`src/rtl/multicycle_ctrl_fsm.sv`:
```
// Multi-cycle RV32I control sequencer: walks each instruction through fetch/decode/execute/memory/writeback
// over one shared memory port, with a memory-latency watchdog, halt/fault states and a retired-instruction count.
module multicycle_ctrl_fsm #(
  parameter int MEM_TIMEOUT = 16,
  parameter int INSTRET_W   = 32
) (
  input  logic                 clk,
  input  logic                 rst_n,
  input  logic [6:0]           opcode,
  input  logic                 run,
  input  logic                 mem_ready,
  input  logic                 branch_taken,
  output logic                 pc_write_en,
  output logic                 pc_src,
  output logic                 ir_write_en,
  output logic                 adr_src,
  output logic                 mem_read_en,
  output logic                 mem_write_en,
  output logic                 reg_write_en,
  output logic [1:0]           alu_src_a,
  output logic [1:0]           alu_src_b,
  output logic [1:0]           alu_op,
  output logic [1:0]           result_src,
  output logic [2:0]           imm_src,
  output logic                 branch,
  output logic                 halted,
  output logic                 fault,
  output logic [3:0]           state,
  output logic [INSTRET_W-1:0] instret
);

  typedef enum logic [3:0] {
    S_FETCH = 4'd0, S_DECODE = 4'd1, S_MEMADR = 4'd2, S_MEMREAD = 4'd3,
    S_MEMWB = 4'd4, S_MEMWRITE = 4'd5, S_EXECR = 4'd6, S_EXECI = 4'd7,
    S_AUIPC = 4'd8, S_ALUWB = 4'd9, S_BRANCH = 4'd10, S_JAL = 4'd11,
    S_JALR = 4'd12, S_LUI = 4'd13, S_HALT = 4'd14, S_FAULT = 4'd15
  } state_t;

  localparam logic [6:0] OP_LOAD   = 7'b0000011;
  localparam logic [6:0] OP_STORE  = 7'b0100011;
  localparam logic [6:0] OP_RTYPE  = 7'b0110011;
  localparam logic [6:0] OP_ITYPE  = 7'b0010011;
  localparam logic [6:0] OP_BRANCH = 7'b1100011;
  localparam logic [6:0] OP_JAL    = 7'b1101111;
  localparam logic [6:0] OP_JALR   = 7'b1100111;
  localparam logic [6:0] OP_LUI    = 7'b0110111;
  localparam logic [6:0] OP_AUIPC  = 7'b0010111;
  localparam logic [6:0] OP_SYSTEM = 7'b1110011;

  // Counter only has to reach MEM_TIMEOUT-1; with the watchdog disabled it may wrap harmlessly.
  localparam int WAIT_W = (MEM_TIMEOUT > 2) ? $clog2(MEM_TIMEOUT) : 1;
  localparam logic [WAIT_W-1:0] WAIT_LAST = WAIT_W'((MEM_TIMEOUT > 0) ? MEM_TIMEOUT - 1 : 0);

  state_t            cur_state, next_state;
  logic [WAIT_W-1:0] wait_cnt;
  logic              mem_wait, timed_out, retire;

  function automatic logic [2:0] imm_for(input logic [6:0] op);
    case (op)
      OP_STORE:          imm_for = 3'b001;
      OP_BRANCH:         imm_for = 3'b010;
      OP_JAL:            imm_for = 3'b011;
      OP_LUI, OP_AUIPC:  imm_for = 3'b100;
      default:           imm_for = 3'b000;
    endcase
  endfunction

  always_ff @(posedge clk or negedge rst_n) begin
    if (!rst_n) begin
      cur_state <= S_FETCH;
      wait_cnt  <= '0;
      instret   <= '0;
    end else begin
      cur_state <= next_state;
      wait_cnt  <= (mem_wait && !timed_out) ? wait_cnt + WAIT_W'(1) : '0;
      if (retire) instret <= instret + INSTRET_W'(1);
    end
  end

  always_comb begin
    next_state = cur_state;
    mem_wait   = 1'b0;
    retire     = 1'b0;
    case (cur_state)
      S_FETCH: begin
        if (run) begin
          if (mem_ready) next_state = S_DECODE;
          else           mem_wait   = 1'b1;
        end
      end
      S_DECODE: begin
        case (opcode)
          OP_LOAD, OP_STORE: next_state = S_MEMADR;
          OP_RTYPE:          next_state = S_EXECR;
          OP_ITYPE:          next_state = S_EXECI;
          OP_BRANCH:         next_state = S_BRANCH;
          OP_JAL:            next_state = S_JAL;
          OP_JALR:           next_state = S_JALR;
          OP_LUI:            next_state = S_LUI;
          OP_AUIPC:          next_state = S_AUIPC;
          OP_SYSTEM:         next_state = S_HALT;
          default:           next_state = S_FAULT;
        endcase
      end
      S_MEMADR:  next_state = opcode[5] ? S_MEMWRITE : S_MEMREAD;
      S_MEMREAD: begin
        if (mem_ready) next_state = S_MEMWB;
        else           mem_wait   = 1'b1;
      end
      S_MEMWRITE: begin
        if (mem_ready) begin
          next_state = S_FETCH;
          retire     = 1'b1;
        end else begin
          mem_wait = 1'b1;
        end
      end
      S_EXECR, S_EXECI, S_AUIPC: next_state = S_ALUWB;
      S_MEMWB, S_ALUWB, S_BRANCH, S_JAL, S_JALR, S_LUI: begin
        next_state = S_FETCH;
        retire     = 1'b1;
      end
      default: next_state = cur_state;
    endcase
    timed_out = mem_wait && (MEM_TIMEOUT != 0) && (wait_cnt == WAIT_LAST);
    if (timed_out) next_state = S_FAULT;
  end

  always_comb begin
    pc_write_en  = 1'b0;
    pc_src       = 1'b0;
    ir_write_en  = 1'b0;
    adr_src      = 1'b0;
    mem_read_en  = 1'b0;
    mem_write_en = 1'b0;
    reg_write_en = 1'b0;
    alu_src_a    = 2'b00;
    alu_src_b    = 2'b00;
    alu_op       = 2'b00;
    result_src   = 2'b00;
    imm_src      = 3'b000;
    branch       = 1'b0;
    halted       = 1'b0;
    fault        = 1'b0;
    if (rst_n) begin
      // Immediate format is held for the whole instruction so MEMADR/EXECI/JALR/LUI/AUIPC see the right imm.
      if (cur_state != S_FETCH && cur_state != S_HALT && cur_state != S_FAULT) imm_src = imm_for(opcode);
      case (cur_state)
        S_FETCH: begin
          if (run) begin
            mem_read_en = 1'b1;
            alu_src_b   = 2'b10;
            if (mem_ready) begin
              ir_write_en = 1'b1;
              pc_write_en = 1'b1;
            end
          end
        end
        S_DECODE, S_AUIPC: begin
          alu_src_a = 2'b01;
          alu_src_b = 2'b01;
        end
        S_MEMADR: begin
          alu_src_a = 2'b10;
          alu_src_b = 2'b01;
        end
        S_MEMREAD: begin
          mem_read_en = 1'b1;
          adr_src     = 1'b1;
        end
        S_MEMWB: begin
          reg_write_en = 1'b1;
          result_src   = 2'b01;
        end
        S_MEMWRITE: begin
          mem_write_en = 1'b1;
          adr_src      = 1'b1;
        end
        S_EXECR: begin
          alu_src_a = 2'b10;
          alu_op    = 2'b10;
        end
        S_EXECI: begin
          alu_src_a = 2'b10;
          alu_src_b = 2'b01;
          alu_op    = 2'b10;
        end
        S_ALUWB: reg_write_en = 1'b1;
        S_BRANCH: begin
          branch      = 1'b1;
          alu_src_a   = 2'b10;
          alu_op      = 2'b01;
          pc_src      = 1'b1;
          pc_write_en = branch_taken;
        end
        S_JAL: begin
          reg_write_en = 1'b1;
          result_src   = 2'b10;
          pc_write_en  = 1'b1;
          pc_src       = 1'b1;
        end
        S_JALR: begin
          alu_src_a    = 2'b10;
          alu_src_b    = 2'b01;
          reg_write_en = 1'b1;
          result_src   = 2'b10;
          pc_write_en  = 1'b1;
        end
        S_LUI: begin
          reg_write_en = 1'b1;
          result_src   = 2'b11;
        end
        S_HALT: halted = 1'b1;
        S_FAULT: begin
          halted = 1'b1;
          fault  = 1'b1;
        end
        default: ;
      endcase
    end
  end

  assign state = cur_state;

endmodule

```
`config.mk`:
```
export PLATFORM = sky130hd
export DESIGN_NAME = multicycle_ctrl_fsm
export DESIGN_NICKNAME = d
export VERILOG_FILES = /design/src/rtl/multicycle_ctrl_fsm.sv
export SDC_FILE = /design/constraint.sdc
export NUM_CORES = 1
export LEC_CHECK = 0
export ABC_AREA = 1
export CORE_ASPECT_RATIO = 1.1
export CORE_UTILIZATION = 45
export CTS_BUF_LIST = sky130_fd_sc_hd__clkbuf_8 sky130_fd_sc_hd__clkbuf_16
export CTS_CLUSTER_SIZE = 25
export DETAILED_ROUTE_END_ITERATION = 10
export MAX_ROUTING_LAYER = met4
export PLACE_DENSITY = 0.77
export SKIP_CTS_REPAIR_TIMING = 1
export SYNTH_ARGS = -nofsm -noshare
export SYNTH_HDL_FRONTEND = slang
export SYNTH_SLANG_ARGS = --single-unit
export TNS_END_PERCENT = 5
```
`constraint.sdc`:
```
create_clock -name clk -period 1.65 [get_ports clk]
set_clock_uncertainty 0.2 [all_clocks]
set_input_delay 0.165 -clock clk [delete_from_list [all_inputs] [get_ports clk]]
set_output_delay 0.165 -clock clk [all_outputs]
set_load 0.01 [all_outputs]
```
* Word level (Yosys, flattened, before mapping)
Cells that the tools add are included.
** Storage, ports and cells
- Output and inout bits :: 57
- Register bits after elaboration :: 40
- Bits of input ports :: 12
- Logic and storage cells :: 107
** Operators by class
- Equality and inequality tests :: 32
- Muxes and demuxes :: 48
- Add/subtract/negate cells :: 2
- Reduce and logical (&&, ||, !) cells :: 22
** Operator list (number)
- 4-bit equality test, second input constant :: 9
- 4-bit one-hot mux with 9 select lines :: 1
- 32-bit by 1-bit adder with 32-bit output, second input constant :: 1
- 7-bit equality test, second input constant :: 4
- 4-bit one-hot mux with 7 select lines :: 1
- 4-bit 2-to-1 mux :: 6
- 1-bit 2-to-1 mux :: 23
- 7-bit by 6-bit equality test with 1-bit output, second input constant :: 3
- 4-bit by 3-bit equality test with 1-bit output, second input constant :: 4
- 2-bit OR reduction :: 8
- 5-bit OR reduction :: 3
- 7-bit by 5-bit equality test with 1-bit output, second input constant :: 2
- 3-bit != test, second input constant :: 4
- 2-bit one-hot mux with 2 select lines :: 3
- 3-bit one-hot mux with 4 select lines :: 1
- 2-bit 2-to-1 mux :: 5
- 3-bit 2-to-1 mux :: 3
- 4-bit by 2-bit equality test with 1-bit output, second input constant :: 2
- 4-bit != test, second input constant :: 2
- 8-bit nonzero test :: 1
- 7-bit by 2-bit equality test with 1-bit output, second input constant :: 1
- 1-bit one-hot mux with 2 select lines :: 3
- 2-bit one-hot mux with 3 select lines :: 1
- 6-bit OR reduction :: 1
- other kinds (9) :: 12

* Logic depth before layout (Yosys ltp)
- Depth after elaboration :: 7
- Gate-level depth with buffers :: 12
- Gate-level depth less buffers :: 12

* Least setup slack after synthesis
OpenSTA, ideal clock, no wires.
- Kind :: flip-flop to flip-flop
- From :: reg instret[0]
- To :: reg instret[22]
- Setup time :: 120 ps
- Cell stages (with the launch flop) :: 11
- Path slack :: -197 ps
- Data arrival time :: 1527 ps
- Clock period less this slack :: 1847 ps
- Buffers on the path :: 0
- Required time :: 1330 ps
- Cell sequence :: dfrtp_1 ha_1 nand3_2 nor2_1 nand2_1 nor2_1 inv_1 nor2_2 nand3_1 o21ai_0 nand2_1
** On the way
- Longest elaborated chain between the ends :: 1
** RTL lines
- start: declaration :: line 29 : output logic [INSTRET_W-1:0] instret
- start signal: assignment :: line 76 : if (retire) instret <= instret + INSTRET_W'(1);
- 32-bit by 1-bit adder with 32-bit output :: line 76
Every way passes these cells.
A chain may end at the register's enable or synchronous reset.

* Worst setup path in the final report
- From :: reg cur_state[0], in the netlist state[0]
- To :: out alu_src_b[0]
** On the way
- Longest elaborated chain between the ends :: 4
- Elaborated cells on any way between the ends :: 9
- Classes of those cells :: eq/ne: 5; mux: 2; reduce/logical: 2
** RTL lines
- start: declaration :: line 54 : state_t cur_state, next_state;
- start signal: assignment :: line 74 : cur_state <= next_state;
- 4-bit equality test (tied with other cells) :: line 148 : case (cur_state)
- 5-bit OR reduction (no line)
- 2-bit one-hot mux with 2 select lines * :: line 148
- 2-bit 2-to-1 mux * :: line 145 : if (rst_n) begin
- end: declaration :: line 21 : output logic [1:0] alu_src_b,
Mark *: on every way between the ends. The rest lies on a longest branch, timed or not.

==> run metrics <==
Final Hold Slack 0.277 ns; fin cells 651; post-synthesis cell count 401; Tot Pwr approximately 1.8 mW; Die ar. 6300 um2; Layout area overhead 66.7%; Buffers on Ports 68; crit start category flip-flop; antenna viol nets, final 0; clk buf depth 2; Post-route DRC 0; # placed instances approximately 630; Unique masters post-synth 30; pin count of the biggest net entering global routing 24; CTS Buf Count 5; Final Util 0.778; IO Count 69; post-layout net count approximately 600; Vias per Instance 5.11; Clk Tree Root Cell clkbuf_8; routed len/inst around 13 um; Fmax about 0.5 GHz; total gr overflow 0; Synth async-reset ratio 1.00; DP HPWL roughly 6400 um; status finished, violations left; Final TNS setup -11.68 ns; Crit. End Element output port; Syn Nets 415; fin crit share 1.21; post-synthesis sequential area ratio 0.372; core area a little under 6000 um2; relative slew slack 0.756; Yosys reg bits 40; CTS H-tree depth 2; DP Worst Slack -0.549 ns; final wirelength 8760 um; Post-synth top flop dfrtp_1; fraction of layout cells with a size suffix above 1 0.308; Post-synth EDFFs 0; critical path peak fanout 5; antenna cells 0; Hold Path Class flip-flop to flip-flop; worst setup path class flip-flop to output port; synth warn 0; Worst-path clk slew 0.08 ns; path depth of the worst reg2reg path 9; Cell Pwr Density 396 nW/um2; Worst-Skew Late Latency ~0.29 ns; Sinks on Clock Net 40; LEAKAGE 2.62 nW; design area 4490 um2; worst slew pin tran 0.363 ns; initial antenna violation count 0; RSZ-0062 raised after global routing yes; Peak VDD IR 0.000464 V; Arrival @ worst endpoint 1.64 ns; Final Hold Fails 0; Final setup violation count 61; via count between 3,000 and 4,000; Area contributors post-synth dfrtp_1, nand2_1, nor2_1, inv_1, xnor2_1; Die Span X 75.8 um; syn_area_per_cell 6.71 um2; drt first pass iters 5; required time worst endpoint 1.28 ns; DP Area between 4000 and 5000 um2; max-slew violation count 0; Synth top cells by count nand2_1, nor2_1, inv_1, dfrtp_1, nand3_1; total track usage 0.274; vias in the first global route 3,004; Sequential Area 1010 um2; FP Rows 29; most common cell in the netlist nand2_1; hold path depth 1; setup slack after layout -0.353 ns; failing checks setup timing; area of the multi-input gates 1620 um2; share of the synthesized area in the top cell type 0.372; Post-Syn Area 2690 um2; minimum clock period 2.00 ns; Filler cells 389; iteration-0 DRC count of the detailed router 354; largest area contributor in the netlist dfrtp_1; TritonCTS clock tree yes; DIE HEIGHT 83.1 um; first-pass GRT wire length roughly 13,000 um; GP Congestion 0.936; Initial Util 0.467; Max-Cap Viols 0
## sequential cells by signal (all words and copies together), names as in the netlist
| signal | cells |
|---|---|
| instret | 32 |
| wait_cnt | 4 |
| state | 4 |
## metal layers
| metal | global-route usage | routed length (um) | vias up |
|---|---|---|---|
| met5 | - | 0 | - |
| met4 | 0.0892 | 141 | 0 |
| met3 | 0.0473 | 583 | 16 |
| met2 | 0.415 | 4300 | 151 |
| met1 | 0.369 | 3730 | 1549 |
| li1 | - | - | 1612 |
## cell usage in the layout (no fill, tap or decap), types with 5 or more instances in the layout
cell	synthesis	routed
a21oi_1	11	10
buf_2	1	8
buf_4	1	93
buf_6	1	7
clkbuf_2	0	8
clkbuf_8	0	6
clkdlybuf4s50_1	0	14
dfrtp_1	40	36
dlymetal6s2s_1	0	36
inv_1	47	42
inv_2	2	5
nand2_1	124	117
nand2_2	1	7
nand3_1	17	14
nand3b_1	6	6
nand4_1	8	8
nor2_1	67	53
nor2_2	4	12
nor2_4	0	6
nor3_1	16	13
o21ai_0	15	6
o21ai_1	0	8
xnor2_1	14	13
xor2_1	13	13
## logic make-up (layout without fill, tap and decap cells)
kind of cell	count (synthesis)	in the layout	share of synthesized area
simple gates	248	249	0.389
fa+ha+maj	2	2	0.00929
flops	40	40	0.372
compound gates	30	30	0.0618
xor+xnor	27	27	0.0878
buf+inv	54	226	0.0799
## power breakdown
group | internal, mW | switching [mW]
sequential | 0.979 | 0
combinational | 0.0522 | 0.0582
clock | 0.334 | 0.352
total | 1.37 | 0.410
## worst max-delay path, cell delays in order, from the launching register on
cell and delay, ns:
dfrtp_2 0.46, nor2_2 0.15, inv_1 0.12, nor2_1 0.19, inv_1 0.08, a41oi_1 0.19
buf_2 0.16
## worst paths after layout
check | from | end | slack (ns)
setup / recovery | state[0] | alu_src_b[0] | -0.35
max in group asynchronous | rst_n | state[0] | 0.57
min in group asynchronous | rst_n | instret[26] | 0.30
hold reg to reg | wait_cnt[0] | wait_cnt[0] | 0.28
setup reg to reg | state[3] | instret[3] | -0.29
hold / removal | wait_cnt[0] | wait_cnt[0] | 0.28
## final cells by class
cell class	instances	area share
sequential	40	0.224
tap	77	0.0215
clock inverter	2	0.00223
inverter	50	0.0429
multi-input combinational	308	0.362
timing repair buffer	168	0.329
clock buffer	6	0.0184
Power figures use the tool's default switching activity.
==> patch 1: new RTL, same flow settings <==
Set the parameter `MEM_TIMEOUT` to 32 (it was 16).
--- a/src/rtl/multicycle_ctrl_fsm.sv
+++ b/src/rtl/multicycle_ctrl_fsm.sv
@@ -3,3 +3,3 @@
 module multicycle_ctrl_fsm #(
-  parameter int MEM_TIMEOUT = 16,
+  parameter int MEM_TIMEOUT = 32,
   parameter int INSTRET_W   = 32
Function: no difference found for any inputs over 10 cycles, from zero or initial values and one cycle with rst_n low; that may be too few to reach the edited logic, so the function may still have changed.
==> patch 1 against the original RTL <==
The flow still finishes with violations (negative setup slack). Final area increased by 3.5%. Routed wire length increased by 5.8%. Via count barely moved. Fmax up 0.85%. Worst setup slack improved by 0.017 ns. Final cell count increased by 3.1%. Synthesized area increased by 8.4%. Register-to-register slack improved by 0.03 ns. First-iteration DRC count fell by 60%. Sequential cell count rose by 1. Non-clock buffer count rose by 5. Sequential share of layout area is 0.087 points lower. Critical path type unchanged. Largest cell class unchanged.
Power is not compared: it rests on default switching activity, and its combinational part moved more than twofold at a synthesized area within 25%.
==> patch 1: results (changes against the original RTL) <==
| Metric | Value |
|---|---|
| Final WL | `9270 um (+5.8%)` |
| Run status | `complete, but fails checks` |
| Finished Cell Area | `4646 sq um (+3.5%)` |
| First-pass GRT wire length | `14640 um (+12%)` |
| Post-DP Area | `4389 sq um (+5.8%)` |
| Syn_nets | `432 (+4.1%)` |
| #MultiIn Comb | `314 (+1.9%)` |
| Vias in the first global route | `3373 (+12%)` |
| Clock network area share | `2.182% (+0.12 points)` |
| Worst-Margin Slew | `0.5198 ns (+0.1564 ns)` |
| Area contributors post-synth | `dfrtp_1 35%, nand2_1 16%, nor2_1 8.4%` |
| Crit path capture | `pc_write_en` |
| Gr usage total | `27.93% (+0.53 points)` |
| Layout non-clock buf frac | `31.35% (-1.6 points)` |
| Worst Setup SP | `state[2]$_DFFE_PN0P_` |
| Layout cell share with drive strength beyond 1 | `35.03% (+4.2 points)` |
| Worst r2r dst | `instret[29]$_DFFE_PN0P_` |
| Number of vias per cell | `4.963 (-2.9%)` |
| Largest net degree at the start of global routing | `42 (+75%)` |
| Top cells by count, synth | `125 x nand2_1, 65 x nor2_1, 45 x inv_1` |
| Syn Area/Cell | `7.000 sq um (+4.3%)` |
| GR Layer Usage met3 | `3.789% (-0.94 points)` |
| First-pass DRT Iterations | `5 (unchanged)` |
| Largest delay share family, worst path | `flip-flops` |
| Violated checks | `negative setup slack` |
| Final WS setup | `-0.3359 ns (+0.01690 ns)` |
| CP max FO | `6 (+1)` |
| Multi-input logic area | `1744 sq um (+7.5%)` |
| Nets@finish | `605 (+3.1%)` |
| Inverter count | `55 (+10%)` |
| Hpwl dp | `6843 um (+7.0%)` |
| Setup slack, reg-to-reg | `-0.26 ns (+0.03 ns)` |
| Met2 usage | `49.33% (+7.8 points)` |
| Area occupied by registers | `1037 sq um (+3.1%)` |
| #FFs+latches synth | `41 (+2.5%)` |
| M1 GR Usage | `30.83% (-6.1 points)` |
| Synth cell types | `33 (+10%)` |
| Endpoints failing setup | `58 (-4.9%)` |
| 1st-iter DRT viols | `140 (-60%)` |
| RePlAce Congestion | `0.9193 (-1.8%)` |
| Bufs w/o clock | `173 (+3.0%)` |
| Syn Inst Count | `417 (+4.0%)` |
| Post-synthesis sequential area ratio | `35.15% (-2.0 points)` |
==> patch 1: changes by cell type after synthesis, moves of 3 or more <==
| cell | change |
|---|---|
| a21oi_1 | -3 |
| inv_2 | +7 |
| nand3_1 | -3 |
| nand3_4 | +4 |
| nand3b_1 | -6 |
| nor3b_1 | +3 |
| o21ai_0 | -6 |
| o21ai_1 | +5 |
| o21ai_2 | +6 |
| xnor2_1 | -6 |
| xor2_1 | +7 |
==> patch 1: cells by family after synthesis <==
group	Yosys count	share of synthesized area (%)
XOR/XNOR	28	8.401
adder cells (fa/ha/maj)	3	1.286
AO/OA/AOI/OAI	32	6.686
flip-flops	41	35.15
buffers and inverters	62	9.215
AND/OR/NAND/NOR	251	39.26
==> patch 1: routing by layer <==
layer / vias up / share of wire (%)
met5: - / 0
met4: 0 / 2.7
met3: 24 / 4.6
met2: 120 / 53
met1: 1538 / 39
li1: 1648 / -
==> patch 2: new RTL, same flow settings <==
Made on the original files. Put a register stage on the output `fault`, without a reset. The value now appears one clock later. The other outputs are not delayed to match. Comments in the files are not updated.
--- a/src/rtl/multicycle_ctrl_fsm.sv
+++ b/src/rtl/multicycle_ctrl_fsm.sv
@@ -53,2 +53,4 @@
 
+  logic fault_d;
+
   state_t            cur_state, next_state;
@@ -143,3 +145,3 @@
     halted       = 1'b0;
-    fault        = 1'b0;
+    fault_d      = 1'b0;
     if (rst_n) begin
@@ -215,3 +217,3 @@
           halted = 1'b1;
-          fault  = 1'b1;
+          fault_d = 1'b1;
         end
@@ -224,2 +226,6 @@
 
+  always_ff @(posedge clk) begin
+    fault <= fault_d;
+  end
+
 endmodule
Check against the original RTL: not equivalent (a bounded check fails within 4 cycles, from zero or initial values and one cycle with rst_n low).
==> patch 2 against the original RTL <==
The flow still finishes with violations (negative setup slack). Final area down 3.8%. First-iteration DRC count fell by 40%. Sequential share of layout area increased by 1.5 points. Global-route usage is 1.7 points lower. Largest cell class unchanged. Synthesized cell count is 0.75% higher. Routed wire length decreased by 6.9%. Power is essentially flat. Sequential cell count increased by 1. Critical endpoint is now pc_write_en. Worst hold slack lost 0.012 ns. Worst setup slack improved by 0.070 ns. Non-clock buffer count shrank 14. Synthesized area increased by 0.84%. Critical path depth did not move.
==> patch 2: results (changes against the original RTL) <==
| Metric | Value |
|---|---|
| Largest stage delay on the critical path | `~0.45 ns` |
| Worst min path class | `flop to flop` |
| Gr usage total | `25.75% (-1.7 points)` |
| Setup WS pre-CTS | `-0.5874 ns (-0.03840 ns)` |
| Reg2Reg Launch Point | `state[0]$_DFFE_PN0P_` |
| Sw Ratio | `21.76% (-1.3 points)` |
| Largest net degree at the start of global routing | `41 (+71%)` |
| Syn_nets | `418 (+0.72%)` |
| Yosys synthesis warning count | `0 (unchanged)` |
| Vias in the first global route | `3036 (+1.1%)` |
| Hold Path Stages | `1 (unchanged)` |
| Hpwl dp | `6025 um (-5.8%)` |
| Worst-Margin Slew | `0.4876 ns (+0.1242 ns)` |
| Peak VDD IR | `0.3361 mV (-28%)` |
| Post-synthesis sequential area ratio | `37.60% (+0.43 points)` |
| Top cells by count, synth | `129 x nand2_1, 67 x nor2_1, 49 x inv_1` |
| CTS Root Cell | `clkbuf_8` |
| Layout cell share with drive strength beyond 1 | `27.22% (-3.6 points)` |
| DR WL/cell | `12.76 um (-5.2%)` |
| Run status | `complete, but fails checks` |
| CP max FO | `4 (-1)` |
| Antenna violations before repair | `0 (unchanged)` |
| RePlAce Congestion | `0.9977 (+6.6%)` |
| Worst r2r dst | `instret[20]$_DFFE_PN0P_` |
| Worst R2R Path Depth | `9 (unchanged)` |
| Final WS setup | `-0.2825 ns (+0.07033 ns)` |
| Violated checks | `negative setup slack` |
| Area contributors post-synth | `dfrtp_1 37%, nand2_1 18%, nor2_1 9.3%` |
| Largest delay share family, worst path | `flip-flops` |
| TritonCTS buffer count | `5 (unchanged)` |
| Endpoints failing setup | `59 (-3.3%)` |
| 1st-iter DRT viols | `213 (-40%)` |
| Max FFs per register | `32 (unchanged)` |
| Worst Setup SP | `state[2]$_DFFE_PN0P_` |
| Nets@finish | `575 (-2.0%)` |
| DR vias | `3193 (-4.1%)` |
| Largest Register | `instret` |
| Post-DP Area | `4068 sq um (-2.0%)` |
| Worst-path clk slew | `about 0.070 ns` |
| I/O Buffers | `68 (unchanged)` |
| Worst Path Arrival | `1.57 ns (-0.07 ns)` |
| Ant. Diodes | `0 (unchanged)` |
| First-pass GRT wire length | `12910 um (-1.7%)` |
| Clock Latency Late Sink | `0.29 ns (about the same)` |
| H-tree lvl count | `2 (unchanged)` |
| Min-Delay Endpoint | `wait_cnt[0]$_DFF_PN0_` |
| Worst path slowest cell | `dfrtp_2` |
| Asr flop ratio synth | `97.56% (-2.4 points)` |
| Synth cell types | `29 (-3.3%)` |
| Setup slack, reg-to-reg | `-0.27 ns (+0.02 ns)` |
| Min-delay src | `wait_cnt[0]$_DFF_PN0_` |
| Clock Tree Buf Depth | `2 (unchanged)` |
| First-pass DRT Iterations | `6 (+1)` |
| Static Leakage | `2.459 nW (-6.1%)` |
==> patch 2: changes by cell type in the layout (fill, tap and decap cells not counted), sizes merged, moves of 4 or more <==
cell / before / now
a21oi: 11 / 7
buf: 109 / 95
clkdlybuf4s50: 14 / 22
dlymetal6s2s: 36 / 29
nand2: 127 / 132
nand3: 18 / 22
nand4: 8 / 4
xnor2: 14 / 10
xor2: 13 / 19
==> patch 2: worst max path at each step <==
stage | end | slack, ns | depth (start not counted)
after floorplan | alu_src_b[0] | -0.01 | 5
after global placement | imm_src[0] | -0.47 | 10
after detailed placement | imm_src[0] | -0.59 | 10
after CTS | pc_write_en | -0.70 | 5
after global routing | pc_write_en | -0.38 | 6
final | pc_write_en | -0.28 | 6
==> patch 2: worst register-to-register path: cells and delay by family, from the launching register on <==
kind	cells	cell delay, ns
compound gates	1	0.12
xor+xnor	1	0.16
simple gates	4	0.49
flops	1	0.47
buf+inv	3	0.39
==> patch 2: per-stage QoR <==
step                      utilization (%)  TNS (ns)  total power [mW]  hold WS [ns]  cells
final                               74.35    -9.534             1.775        0.2647    639
after global routing                74.35    -14.66             1.836        0.2987    639
after CTS                           71.62    -19.64             1.785       -0.1174    632
after detailed placement            70.06    -12.31             1.136        0.1943    624
after global placement              70.06    -10.61             1.133        0.1888    624
after floorplan                         -  -0.01224             1.048       -0.3306    404
==> patch 2: final cells by class <==
class                           instances  area (sq um)
Timing Repair Buffer                  154          1330
Tap cell                               77         96.34
Fill cell                             464          1489
Clock buffer                            6         82.58
Sequential cell                        41          1031
Clock inverter                          2         7.507
Inverter                               51         191.4
Multi-Input combinational cell        308          1578
==> patch 2: kinds of logic (layout without fill, tap and decap cells) <==
group                      count (synthesis)  in the layout  share of synthesized area [%]
AOI/OAI and AO/OA                         29             29                          5.991
xor gates and xnor gates                  29             29                          9.355
adders and majority gates                  2              2                         0.9215
buffers and inverters                     56            213                          8.249
DFF                                       41             41                          37.60
and+or+nand+nor                          247            248                          37.88
==> patch 2: power groups by stage <==
stage	Sequential, mW	Clock [mW]	Combinational [mW]
floorplan	1.02	0	0.0244
global placement	1.02	0	0.110
detailed placement	1.02	0	0.112
CTS	1.00	0.669	0.113
global route	1.00	0.704	0.129
finish	1.00	0.656	0.115
==> patch 2: per-layer routing <==
metal	vias to the layer above	track usage (%)	part of all wire, %
met2	119	43.14	49
li1	1576	-	-
met3	22	4.044	5.4
met4	0	9.790	2.7
met5	-	-	0
met1	1476	31.30	43
